[config.mk]
export PLATFORM = sky130hd
export DESIGN_NAME = multicycle_control
export DESIGN_NICKNAME = d
export VERILOG_FILES = /design/src/rtl/multicycle_control.sv
export SDC_FILE = /design/constraint.sdc
export NUM_CORES = 1
export LEC_CHECK = 0
export CORE_MARGIN = 10
export CORE_UTILIZATION = 52
export CTS_BUF_LIST = sky130_fd_sc_hd__clkbuf_4
export CTS_CLUSTER_SIZE = 30
export DETAILED_ROUTE_END_ITERATION = 8
export GPL_ROUTABILITY_DRIVEN = 1
export GPL_TIMING_DRIVEN = 0
export HOLD_SLACK_MARGIN = 0.05
export PLACE_DENSITY = 0.95
export SETUP_SLACK_MARGIN = 0.15
export SYNTH_ARGS = -nofsm -noshare
export SYNTH_HDL_FRONTEND = slang
export SYNTH_SLANG_ARGS = --single-unit
[constraint.sdc]
create_clock -name clk -period 3.8 [get_ports clk]
set_clock_uncertainty 0.15 [all_clocks]
set_input_delay 0.38 -clock clk [delete_from_list [all_inputs] [get_ports clk]]
set_output_delay 0.38 -clock clk [all_outputs]
set_load 0.02 [all_outputs]
[src/rtl/multicycle_control.sv]
`timescale 1ns/1ps
// -----------------------------------------------------------------------------
// multicycle_control
// Main controller for a multicycle RV32I-subset datapath. It is a Moore FSM
// that sequences fetch, decode and the per-class execute/memory/writeback
// states, plus a retired-instruction counter.
//
// Ports
//   clk          rising-edge clock for every register
//   rst_n        asynchronous active-low reset (forces FETCH, clears instret)
//   opcode       instr[6:0]
//   funct3       instr[14:12]
//   funct7_5     instr[30]
//   zero         ALU zero flag, consumed in the BEQ state
//   pc_write     PC load enable
//   adr_src      memory address mux (0 = PC, 1 = result)
//   mem_write    data memory write enable
//   ir_write     instruction / OldPC register load enable
//   result_src   result mux (00 ALUOut, 01 Data, 10 ALUResult)
//   alu_src_a    ALU A mux (00 PC, 01 OldPC, 10 rd1)
//   alu_src_b    ALU B mux (00 rd2, 01 ImmExt, 10 constant 4)
//   alu_control  ALU operation (000 add, 001 sub, 010 and, 011 or, 101 slt)
//   imm_src      immediate format select, decoded from opcode in every state
//   reg_write    register file write enable
//   state        current state encoding (debug)
//   instret      count of completed instructions (wraps)
// -----------------------------------------------------------------------------
module multicycle_control (
   input  logic        clk,
   input  logic        rst_n,
   input  logic [6:0]  opcode,
   input  logic [2:0]  funct3,
   input  logic        funct7_5,
   input  logic        zero,
   output logic        pc_write,
   output logic        adr_src,
   output logic        mem_write,
   output logic        ir_write,
   output logic [1:0]  result_src,
   output logic [1:0]  alu_src_a,
   output logic [1:0]  alu_src_b,
   output logic [2:0]  alu_control,
   output logic [2:0]  imm_src,
   output logic        reg_write,
   output logic [3:0]  state,
   output logic [31:0] instret
);

   typedef enum logic [3:0] {
      FETCH    = 4'd0,
      DECODE   = 4'd1,
      MEMADR   = 4'd2,
      MEMREAD  = 4'd3,
      MEMWB    = 4'd4,
      MEMWRITE = 4'd5,
      EXECR    = 4'd6,
      EXECI    = 4'd7,
      ALUWB    = 4'd8,
      BEQ      = 4'd9,
      JAL      = 4'd10,
      LUI      = 4'd11
   } stateT;

   localparam logic [6:0] opLoad   = 7'b0000011;
   localparam logic [6:0] opStore  = 7'b0100011;
   localparam logic [6:0] opRType  = 7'b0110011;
   localparam logic [6:0] opIType  = 7'b0010011;
   localparam logic [6:0] opBranch = 7'b1100011;
   localparam logic [6:0] opJal    = 7'b1101111;
   localparam logic [6:0] opJalr   = 7'b1100111;
   localparam logic [6:0] opLui    = 7'b0110111;
   localparam logic [6:0] opAuipc  = 7'b0010111;

   localparam logic [2:0] aluAdd = 3'b000;
   localparam logic [2:0] aluSub = 3'b001;
   localparam logic [2:0] aluAnd = 3'b010;
   localparam logic [2:0] aluOr  = 3'b011;
   localparam logic [2:0] aluSlt = 3'b101;

   stateT       stateReg;
   stateT       stateNext;
   logic [31:0] instretReg;
   logic [2:0]  aluDecoded;
   logic        retire;

   // State register
   always_ff @(posedge clk or negedge rst_n) begin
      if (!rst_n) begin
         stateReg <= FETCH;
      end else begin
         stateReg <= stateNext;
      end
   end

   // Next-state logic
   always_comb begin
      stateNext = FETCH;
      case (stateReg)
         FETCH:   stateNext = DECODE;
         DECODE: begin
            case (opcode)
               opLoad, opStore: stateNext = MEMADR;
               opRType:         stateNext = EXECR;
               opIType:         stateNext = EXECI;
               opBranch:        stateNext = BEQ;
               opJal:           stateNext = JAL;
               opLui:           stateNext = LUI;
               default:         stateNext = FETCH;
            endcase
         end
         MEMADR:  stateNext = (opcode == opLoad) ? MEMREAD : MEMWRITE;
         MEMREAD: stateNext = MEMWB;
         EXECR:   stateNext = ALUWB;
         EXECI:   stateNext = ALUWB;
         JAL:     stateNext = ALUWB;
         default: stateNext = FETCH;
      endcase
   end

   // ALU operation for EXECR/EXECI. Only the register form uses funct7_5 to
   // pick sub, because for addi bit 30 is part of the immediate.
   always_comb begin
      aluDecoded = aluAdd;
      case (funct3)
         3'b000:  aluDecoded = ((stateReg == EXECR) && funct7_5) ? aluSub : aluAdd;
         3'b010:  aluDecoded = aluSlt;
         3'b110:  aluDecoded = aluOr;
         3'b111:  aluDecoded = aluAnd;
         default: aluDecoded = aluAdd;
      endcase
   end

   // Moore outputs
   always_comb begin
      pc_write    = 1'b0;
      adr_src     = 1'b0;
      mem_write   = 1'b0;
      ir_write    = 1'b0;
      result_src  = 2'b00;
      alu_src_a   = 2'b00;
      alu_src_b   = 2'b00;
      alu_control = aluAdd;
      reg_write   = 1'b0;
      case (stateReg)
         FETCH: begin
            ir_write   = 1'b1;
            alu_src_b  = 2'b10;
            result_src = 2'b10;
            pc_write   = 1'b1;
         end
         DECODE: begin
            // Precompute the branch target into ALUOut.
            alu_src_a = 2'b01;
            alu_src_b = 2'b01;
         end
         MEMADR: begin
            alu_src_a = 2'b10;
            alu_src_b = 2'b01;
         end
         MEMREAD: begin
            adr_src = 1'b1;
         end
         MEMWB: begin
            result_src = 2'b01;
            reg_write  = 1'b1;
         end
         MEMWRITE: begin
            adr_src   = 1'b1;
            mem_write = 1'b1;
         end
         EXECR: begin
            alu_src_a   = 2'b10;
            alu_control = aluDecoded;
         end
         EXECI: begin
            alu_src_a   = 2'b10;
            alu_src_b   = 2'b01;
            alu_control = aluDecoded;
         end
         ALUWB: begin
            reg_write = 1'b1;
         end
         BEQ: begin
            alu_src_a   = 2'b10;
            alu_control = aluSub;
            pc_write    = zero;
         end
         JAL: begin
            // Link value OldPC + 4; ALUOut still holds the target from DECODE.
            alu_src_a = 2'b01;
            alu_src_b = 2'b10;
            pc_write  = 1'b1;
         end
         LUI: begin
            // rd1 + ImmExt written straight from the ALU; rs1 field of a
            // U-type is expected to decode to x0 so the sum is ImmExt.
            alu_src_a  = 2'b10;
            alu_src_b  = 2'b01;
            result_src = 2'b10;
            reg_write  = 1'b1;
         end
         default: begin
         end
      endcase
   end

   // Immediate format depends only on opcode, independent of state.
   always_comb begin
      imm_src = 3'b111;
      case (opcode)
         opLoad, opIType, opJalr: imm_src = 3'b000;
         opStore:                 imm_src = 3'b001;
         opBranch:                imm_src = 3'b101;
         opLui, opAuipc:          imm_src = 3'b010;
         opJal:                   imm_src = 3'b110;
         default:                 imm_src = 3'b111;
      endcase
   end

   // An instruction retires on the edge leaving any final state for FETCH.
   // DECODE -> FETCH for an unsupported opcode is deliberately excluded.
   assign retire = (stateReg == MEMWB) || (stateReg == MEMWRITE) ||
                   (stateReg == ALUWB) || (stateReg == BEQ) ||
                   (stateReg == LUI);

   always_ff @(posedge clk or negedge rst_n) begin
      if (!rst_n) begin
         instretReg <= 32'd0;
      end else if (retire) begin
         instretReg <= instretReg + 32'd1;
      end
   end

   assign state   = stateReg;
   assign instret = instretReg;

endmodule

Word-level counts from Yosys, hierarchy flattened

Index checks and enable logic that the tools add are counted.

Add/sub/neg operators: 1
Eq/ne operators: 23
Muxes and demuxes: 15
Reduce and logical (&&, ||, !) cells: 19

Operators by type and width:

| cell                                                                   | count |
|---|---|
| 32-bit by 1-bit adder with 32-bit output (second input constant)       | 1 |
| 4-bit case mux with 6 select lines                                     | 1 |
| 7-bit by 6-bit equality test with 1-bit output (second input constant) | 3 |
| 7-bit equality test (second input constant)                            | 3 |
| 4-bit case mux with 5 select lines                                     | 1 |
| 4-bit by 3-bit equality test with 1-bit output (second input constant) | 4 |
| 4-bit equality test (second input constant)                            | 4 |
| 3-bit case mux with 5 select lines                                     | 1 |
| 7-bit by 5-bit equality test with 1-bit output (second input constant) | 2 |
| 2-bit OR reduction                                                     | 7 |
| 2-bit case mux with 2 select lines                                     | 3 |
| 3-bit case mux with 4 select lines                                     | 1 |
| 3-bit OR reduction                                                     | 3 |
| 4-bit by 2-bit equality test with 1-bit output (second input constant) | 2 |
| 7-bit by 2-bit equality test with 1-bit output (second input constant) | 1 |
| 3-bit equality test (second input constant)                            | 2 |
| 3-bit case mux with 2 select lines                                     | 1 |
| 1-bit two-way mux                                                      | 5 |
| 5-bit OR reduction                                                     | 1 |
| 4-bit by 1-bit equality test with 1-bit output (second input constant) | 1 |
| 4-bit logical NOT                                                      | 1 |
| 1-bit logical OR                                                       | 4 |
| 4-bit OR reduction                                                     | 1 |
| 3-bit by 2-bit equality test with 1-bit output (second input constant) | 1 |
| other kinds (4)                                                        | 4 |

Register bits: 36
Output and inout port bits: 53
Word-level logic and storage cells: 60

Longest topological paths before layout

Gate-level depths: netlist (run 1).

Word-level depth: 5
Mapped depth: 6
Depth with buffers taken out: 5

Worst setup path before layout (run 1)

Ideal clock, no wire load.

Path type: register -> output
From: reg stateReg[1], in the netlist state[1]
To: out alu_control[0]
Arrival time: 1.725 ns
Required time: 3.270 ns
Path slack: 1.545 ns
Stages on the path, launching flop included: 5
Path buffers: 2
Cell sequence: dfrtp_1 -> clkbuf_1 -> clkbuf_1 -> nand2_1 -> o32ai_1

Word-level cells in the longest chain between the ends: 5

RTL lines:

| item                                           | line     | RTL |
|---|---|---|
| start: declaration                             | 80       | `stateT stateReg;` |
| start signal: assignment                       | 91       | `stateReg <= stateNext;` |
| 4-bit by 3-bit equality test with 1-bit output | 125, 144 |  |
| 1-bit logical AND                              | 125      | `3'b000: aluDecoded = ((stateReg == EXECR) && funct7_5) ? aluSub : aluAdd;` |
| 1-bit two-way mux                              | 125      |  |
| 3-bit case mux with 4 select lines             | 124      | `case (funct3)` |
| 3-bit case mux with 2 select lines *           | 144      | `case (stateReg)` |
| end: declaration                               | 42       | `output logic [2:0] alu_control,` |

Every way passes the cells marked *; elsewhere a longest branch is shown, timed or not.

Final worst setup path (run 1)

Same ends and word-level chain as after synthesis.

==> reports/qor.yml, run 1 <==
postRouteAntennaNets: 0
nNetsFinal: 319
worst_setup_path_end_kind: "output pin"
timing.setup.critical_path_class: "reg2out"
routed_wirelength_um: 5870
worst_setup_sp_type: "register"
clock_sinks: 36
ys_ff_latch: 36
route.detailed.wl_per_inst_um: 16.5
grt_usage_pct: 16.1
syn-mean-instance-area_um2: 9.29
yosys-top-cells-area: "sky130_fd_sc_hd__dfrtp_1 (41%), sky130_fd_sc_hd__xnor2_1 (7.2%), sky130_fd_sc_hd__xor2_1 (6.8%)"
post_synth_edffs: 0
unrepaired_setup_endpoints_after_global_routing: "false"
dpl.hpwl_um: 4490
fp.coreArea_um2: 4030
htreeDepth: 2
synthesis.area_um2: 2170
worst_ep_required_time_ns: 3.27
cell_types_with_the_highest_counts_after_synthesis: "sky130_fd_sc_hd__dfrtp_1 (36), sky130_fd_sc_hd__nand3_1 (20), sky130_fd_sc_hd__nand2_1 (19), sky130_fd_sc_hd__xnor2_1 (18), sky130_fd_sc_hd__xor2_1 (17)"
critical_path_peak_fanout: 10
num_rows: 23
grt_remaining_overflow: 0
fmax_mhz: 324
kind_of_cell_adding_the_most_delay_to_the_critical_path: "buffers and inverters"
grt_pass1_wl_um: 9640
arrival_ns: 2.55
netlist.area_leader.share_pct: 41.4
layout-drive-gt1-share_pct: 6.56
multi_input_area_um2: 1190
hold_depth: 1
detail_route.iter0.violations: 94
clock-root-buffer: "sky130_fd_sc_hd__clkbuf_4"
cts.reportedPaths.clkPinSlew_ns: 0.11
ys_types: 43
cap_violations: 0
tightest_slew_ns: 0.780
final.setup.tns_ns: 0
p_per_area_nw_per_um2: 354
finalCritPeriodShare_pct: 81.1
holdCritPathClass: "reg2reg"
crit_path_max_incr_delay_ns: 0.66
timing.slew.headroom_pct: 48.0
io_pins: 67
final-max-slew-violation-count: 0
post_synth_arst_share_pct: 100
synthMostInstantiatedCell: "sky130_fd_sc_hd__dfrtp_1"
cp_slowest_cell: "sky130_fd_sc_hd__clkdlybuf4s50_1"
min_period_ns: 3.08
cts_inserted_buffers: 5
routed-via-count: 2033
vdd_ir_drop_max_mv: 0.200
power.static_leakage_nw: 1.28
r2r_cells: 5
finalHoldViolations: 0
drc_violation_count_after_routing: 0
setup-violations-final: 0
worstPathBufferInverterCount: 3
pin_count_of_the_biggest_net_entering_global_routing: 37
main_synth_ff_type: "sky130_fd_sc_hd__dfrtp_1"
yosys_warnings: 0
critPathMostFrequentCell: "sky130_fd_sc_hd__clkbuf_1"
cts_tree: "yes"
finalWeightedCongestion: 0.862
syn-num-nets: 249
grt_antenna_before_repair: 0
firstDrtPassIters: 4
syn_to_final_growth_pct: 34.2
total_power_mw: 1.03
syn-instance-count: 234
io_buffers: 62
die_span_x_um: 84.7
initial_utilization_pct: 54.0
vias_per_cell: 5.73
worstSkewPairLatency_ns: 0.35
synthDominantAreaCellType: "sky130_fd_sc_hd__dfrtp_1"
cp_cell_sequence: "clkbuf_1 -> clkbuf_1 -> nand2_1 -> o32ai_1 -> clkdlybuf4s50_1"
run_status: "complete, no violations"
postLayoutCoreUtil_pct: 72.5
die_height_um: 84.7
fp.dieArea_um2: 7170
cts_buffer_depth: 2
critical_path_depth_in_cells: 5
first_global_vias: 1937
layout.area.seq_um2: 901
yosysSeqAreaShare_pct: 41.4
antennaDiodeCount: 0
fillCellCount: 295
## cells by family after synthesis
family,count (synthesis),synth area share [%]
adders and majority gates,1,0.575
DFF,36,41.4
and+or+nand+nor,112,30.7
muxes,2,0.921
buffers and inverters,20,3.97
AOI/OAI and AO/OA,28,8.29
xor gates and xnor gates,35,14.1
## where the power goes
group	internal (mW)	total, mW	switching (mW)	leakage, nW
clock network	0.0776	0.213	0.135	0.0293
logic	0.166	0.381	0.215	0.753
registers	0.406	0.441	0.0350	0.497
## routing by layer
layer	GRT usage, %	vias up	wire length (um)
met3	4.93	9	397
met5	0	-	0
li1	-	970	-
met1	18.4	996	2320
met4	6.74	0	112
met2	27.1	58	3040
## per-stage QoR
step                      setup slack (ns)  hold WS, ns  cells  cell area (um2)
after CTS                            0.707        0.321    355             2920
after detailed placement              1.10        0.312    346             2850
after global placement                1.18        0.306    346             2860
final                                0.718        0.333    355             2920
after global routing                 0.593        0.364    355             2920
after floorplan                       1.54      -0.0656    234             2170
## flip-flops by register name (all words and copies together) (netlist names)
name / cells
state: 4
instret: 32
## cell type report
type | instances | area share [%]
buffer | 14 | 2.19
clock buffer | 6 | 1.54
clock inverter | 2 | 0.386
inverter | 6 | 0.772
multi-input combinational | 178 | 40.7
sequential | 36 | 30.9
tap | 50 | 2.14
timing repair buffer | 63 | 21.4
## cell usage in the layout, fill, tap and decap left out, drive strengths merged, types with 7 or more instances in the layout
master | synthesis | layout
a21oi | 8 | 8
and3 | 7 | 7
clkbuf | 9 | 15
clkdlybuf4s50 | 0 | 61
dfrtp | 36 | 36
nand2 | 19 | 19
nand3 | 20 | 20
nand4 | 7 | 7
nor2 | 9 | 9
nor3 | 12 | 12
nor4 | 13 | 13
o21ai | 8 | 8
xnor2 | 18 | 18
xor2 | 17 | 17
## worst reg2reg max path: cells and delay by family (launching register included)
| family | cells | cell delay [ns] |
|---|---|---|
| compound gates | 1 | 0.46 |
| xor+xnor | 1 | 0.17 |
| fa+ha+maj | 1 | 0.25 |
| flops | 1 | 0.46 |
| simple gates | 2 | 0.39 |
## path summary, 6_finish.rpt
path / slack, ns / from / endpoint
worst max register to register: 1.80 / instret[0] / instret[30]
max in group asynchronous: 2.52 / rst_n / state[3]
worst max-delay path: 0.72 / state[1] / alu_control[0]
min in group asynchronous: 0.49 / rst_n / instret[2]
worst min register to register: 0.33 / instret[31] / instret[31]
worst min-delay path: 0.33 / instret[31] / instret[31]
## timing repair
action / in CTS / in global routing
buffers inserted: 0 / 0
hold endpoints to repair: 36 / 0
hold buffers: 1 / 0
gates resized for setup: 0 / 0
Power figures use the tool's default switching activity.
==> run 2, diff against run 1 <==
--- a/config.mk
+++ b/config.mk
@@ -6,14 +6,14 @@
 export NUM_CORES = 1
 export LEC_CHECK = 0
 export CORE_MARGIN = 10
-export CORE_UTILIZATION = 52
+export CORE_UTILIZATION = 44
 export CTS_BUF_LIST = sky130_fd_sc_hd__clkbuf_4
 export CTS_CLUSTER_SIZE = 30
 export DETAILED_ROUTE_END_ITERATION = 8
 export GPL_ROUTABILITY_DRIVEN = 1
 export GPL_TIMING_DRIVEN = 0
 export HOLD_SLACK_MARGIN = 0.05
-export PLACE_DENSITY = 0.95
+export PLACE_DENSITY = 0.9
 export SETUP_SLACK_MARGIN = 0.15
 export SYNTH_ARGS = -nofsm -noshare
 export SYNTH_HDL_FRONTEND = slang
==> constraint.sdc (replaced) <==
create_clock -name clk -period 2.6 [get_ports clk]
set_clock_uncertainty 0.15 [all_clocks]
set_input_delay 0.26 -clock clk [delete_from_list [all_inputs] [get_ports clk]]
set_output_delay 0.26 -clock clk [all_outputs]
set_load 0.02 [all_outputs]
==> reports/qor.yml, run 2 (synthesized netlist as in run 1, its figures left out) <==
run_status: "complete, no violations"  # unchanged
worstSetupStartpoint: "state[3]"  # was state[1]
cts_inserted_buffers: 5  # unchanged
cts_tree: "yes"  # unchanged
die_span_x_um: 90.3  # was 84.7 um
worstSkewPairLatency_ns: 0.35  # about the same
r2r_cells: 5  # unchanged
grt_pass1_wl_um: 9760  # was 9640 um
finalHoldViolations: 0  # unchanged
dpl.hpwl_um: 4410  # was 4490 um
antennaDiodeCount: 0  # unchanged
layout_common_cells: "sky130_fd_sc_hd__clkdlybuf4s50_1 (49), sky130_fd_sc_hd__dfrtp_1 (35), sky130_fd_sc_hd__nand3_1 (20)"  # was sky130_fd_sc_hd__clkdlybuf4s50_1 (61), sky130_fd_sc_hd__dfrtp_1 (36), sky130_fd_sc_hd__nand3_1 (20)
syn_to_final_growth_pct: 36.8  # was 34.2%
vias_per_cell: 5.33  # was 5.73
worst_setup_sp_type: "register"  # unchanged
tightest_slew_ns: 0.769  # was 0.780 ns
route.detailed.wl_per_inst_um: 15.9  # was 16.5 um
timing.reg2reg.setup_slack_ns: 0.66  # was 1.80 ns
fp.dieArea_um2: 8150  # was 7170 um2
power.static_leakage_nw: 1.36  # was 1.28 nW
detail_route.iter0.violations: 88  # was 94
num_rows: 25  # was 23
routed-via-count: 1989  # was 2033
hold_slack_ns: 0.236  # was 0.333 ns
r2r_start: "instret[0]"  # unchanged
first_global_vias: 1963  # was 1937
final.setup.tns_ns: 0  # unchanged
grt_antenna_before_repair: 0  # unchanged
fmax_mhz: 412
arrival_ns: 2.02  # was 2.55 ns
critPathCapture: "reg_write"  # was alu_control[0]
clock-root-buffer: "sky130_fd_sc_hd__clkbuf_4"  # unchanged
io_pins: 67  # unchanged
pin_count_of_the_biggest_net_entering_global_routing: 37  # unchanged
place.detailed.instances: 363  # was 346
cts_buffer_depth: 2  # unchanged
cap_violations: 0  # unchanged
layout-drive-gt1-share_pct: 9.48  # was 6.56%
cts.reportedPaths.clkPinSlew_ns: 0.11  # about the same
clock_sinks: 36  # unchanged
min_period_ns: 2.43
htreeDepth: 2  # unchanged
fp.coreArea_um2: 4750  # was 4030 um2
final-max-slew-violation-count: 0  # unchanged
regToRegEndpoint: "instret[22]"  # was instret[30]
p_per_area_nw_per_um2: 520  # was 354 nW/um2
drc_violation_count_after_routing: 0  # unchanged
dp_worst_setup_slack_ns: 0.0514  # was 1.10 ns
critical_path_peak_fanout: 9  # was 10
nNetsFinal: 320  # was 319
finalCritPeriodShare_pct: 93.4
timing.slew.headroom_pct: 48.8  # was 48.0%
finalWeightedCongestion: 0.812  # was 0.862
mostFrequentLayoutCell: "sky130_fd_sc_hd__clkdlybuf4s50_1"  # unchanged
grt_usage_pct: 14.1  # was 16.1%
finalNonFillerCells: 373  # was 355
timing.setup.critical_path_class: "reg2out"  # unchanged
firstDrtPassIters: 4  # unchanged
die_height_um: 90.3  # was 84.7 um
setup-violations-final: 0  # unchanged
largest_register_ff_count: 32  # unchanged
postRouteAntennaNets: 0  # unchanged
holdCritPathClass: "in2reg"  # was reg2reg
setup_ws_ns: 0.172  # was 0.718 ns
routed_wirelength_um: 5950  # was 5870 um
vdd_ir_drop_max_mv: 0.307  # was 0.200 mV
unrepaired_setup_endpoints_after_global_routing: "true"  # was false
worst_setup_path_end_kind: "output pin"  # unchanged
grt_remaining_overflow: 0  # unchanged
worst_ep_required_time_ns: 2.19  # was 3.27 ns
initial_utilization_pct: 45.7  # was 54.0%
io_buffers: 62  # unchanged
## run 2: worst min path at each step
stage,startpoint,endpoint,depth (start not counted),slack [ns]
final,opcode[4],state[2],3,0.24
after global routing,opcode[4],state[2],3,0.26
after CTS,opcode[4],state[2],3,0.22
after detailed placement,rst_n,instret[14],1,0.23
after global placement,instret[31],instret[31],1,0.31
after floorplan,rst_n,instret[0],0,-0.19
## run 2: worst max-delay path: stages, from the launching register on
cell                              delay (ns)
sky130_fd_sc_hd__dfrtp_1                0.39
sky130_fd_sc_hd__buf_2                  0.18
sky130_fd_sc_hd__xnor2_2                0.17
sky130_fd_sc_hd__o21ai_2                0.17
sky130_fd_sc_hd__and2_1                 0.15
sky130_fd_sc_hd__clkdlybuf4s50_1        0.61
## run 2: power by group
group | switching, mW | internal, mW | leakage (nW)
combinational | 0.308 | 0.209 | 0.824
sequential | 0.0467 | 0.593 | 0.496
clock | 0.192 | 0.196 | 0.0403
total | 0.547 | 0.998 | 1.36
## run 2: per-layer routing
metal  global-route usage (%)  part of all wire (%)  vias to the layer above
met4                     4.77                  0.91                        0
met1                     15.6                    42                      954
met5                        0                     0                        -
met2                     24.2                    50                       53
met3                     5.15                   7.1                        5
li1                         -                     -                      977
## run 2: cell type report
class                      instances  area, um2
inverter                           6       22.5
clock buffer                       5       37.5
sequential                        36        902
tap                               67       83.8
fill                             405       1780
buffer                            14       72.6
multi-input combinational        178       1200
clock inverter                     3       37.5
timing repair buffer              64        619
## run 2: metrics by stage
stage          instance area (um2)  power [mW]  util (%)
6_report                      2970        1.55      62.6
5_1_grt                       2970        1.62      62.6
4_1_cts                       2970        1.56      62.4
3_5_place_dp                  2870        1.20      60.4
3_3_place_gp                  2880        1.20      60.6
2_1_floorplan                 2170       0.940         -
## run 2: repair_timing
item	CTS	global route
hold buffers	1	0
endpoints found under the hold margin	36	0
resized for setup	18	8
setup endpoints to repair	14	7
pin swaps	1	0
buffers inserted	1	0
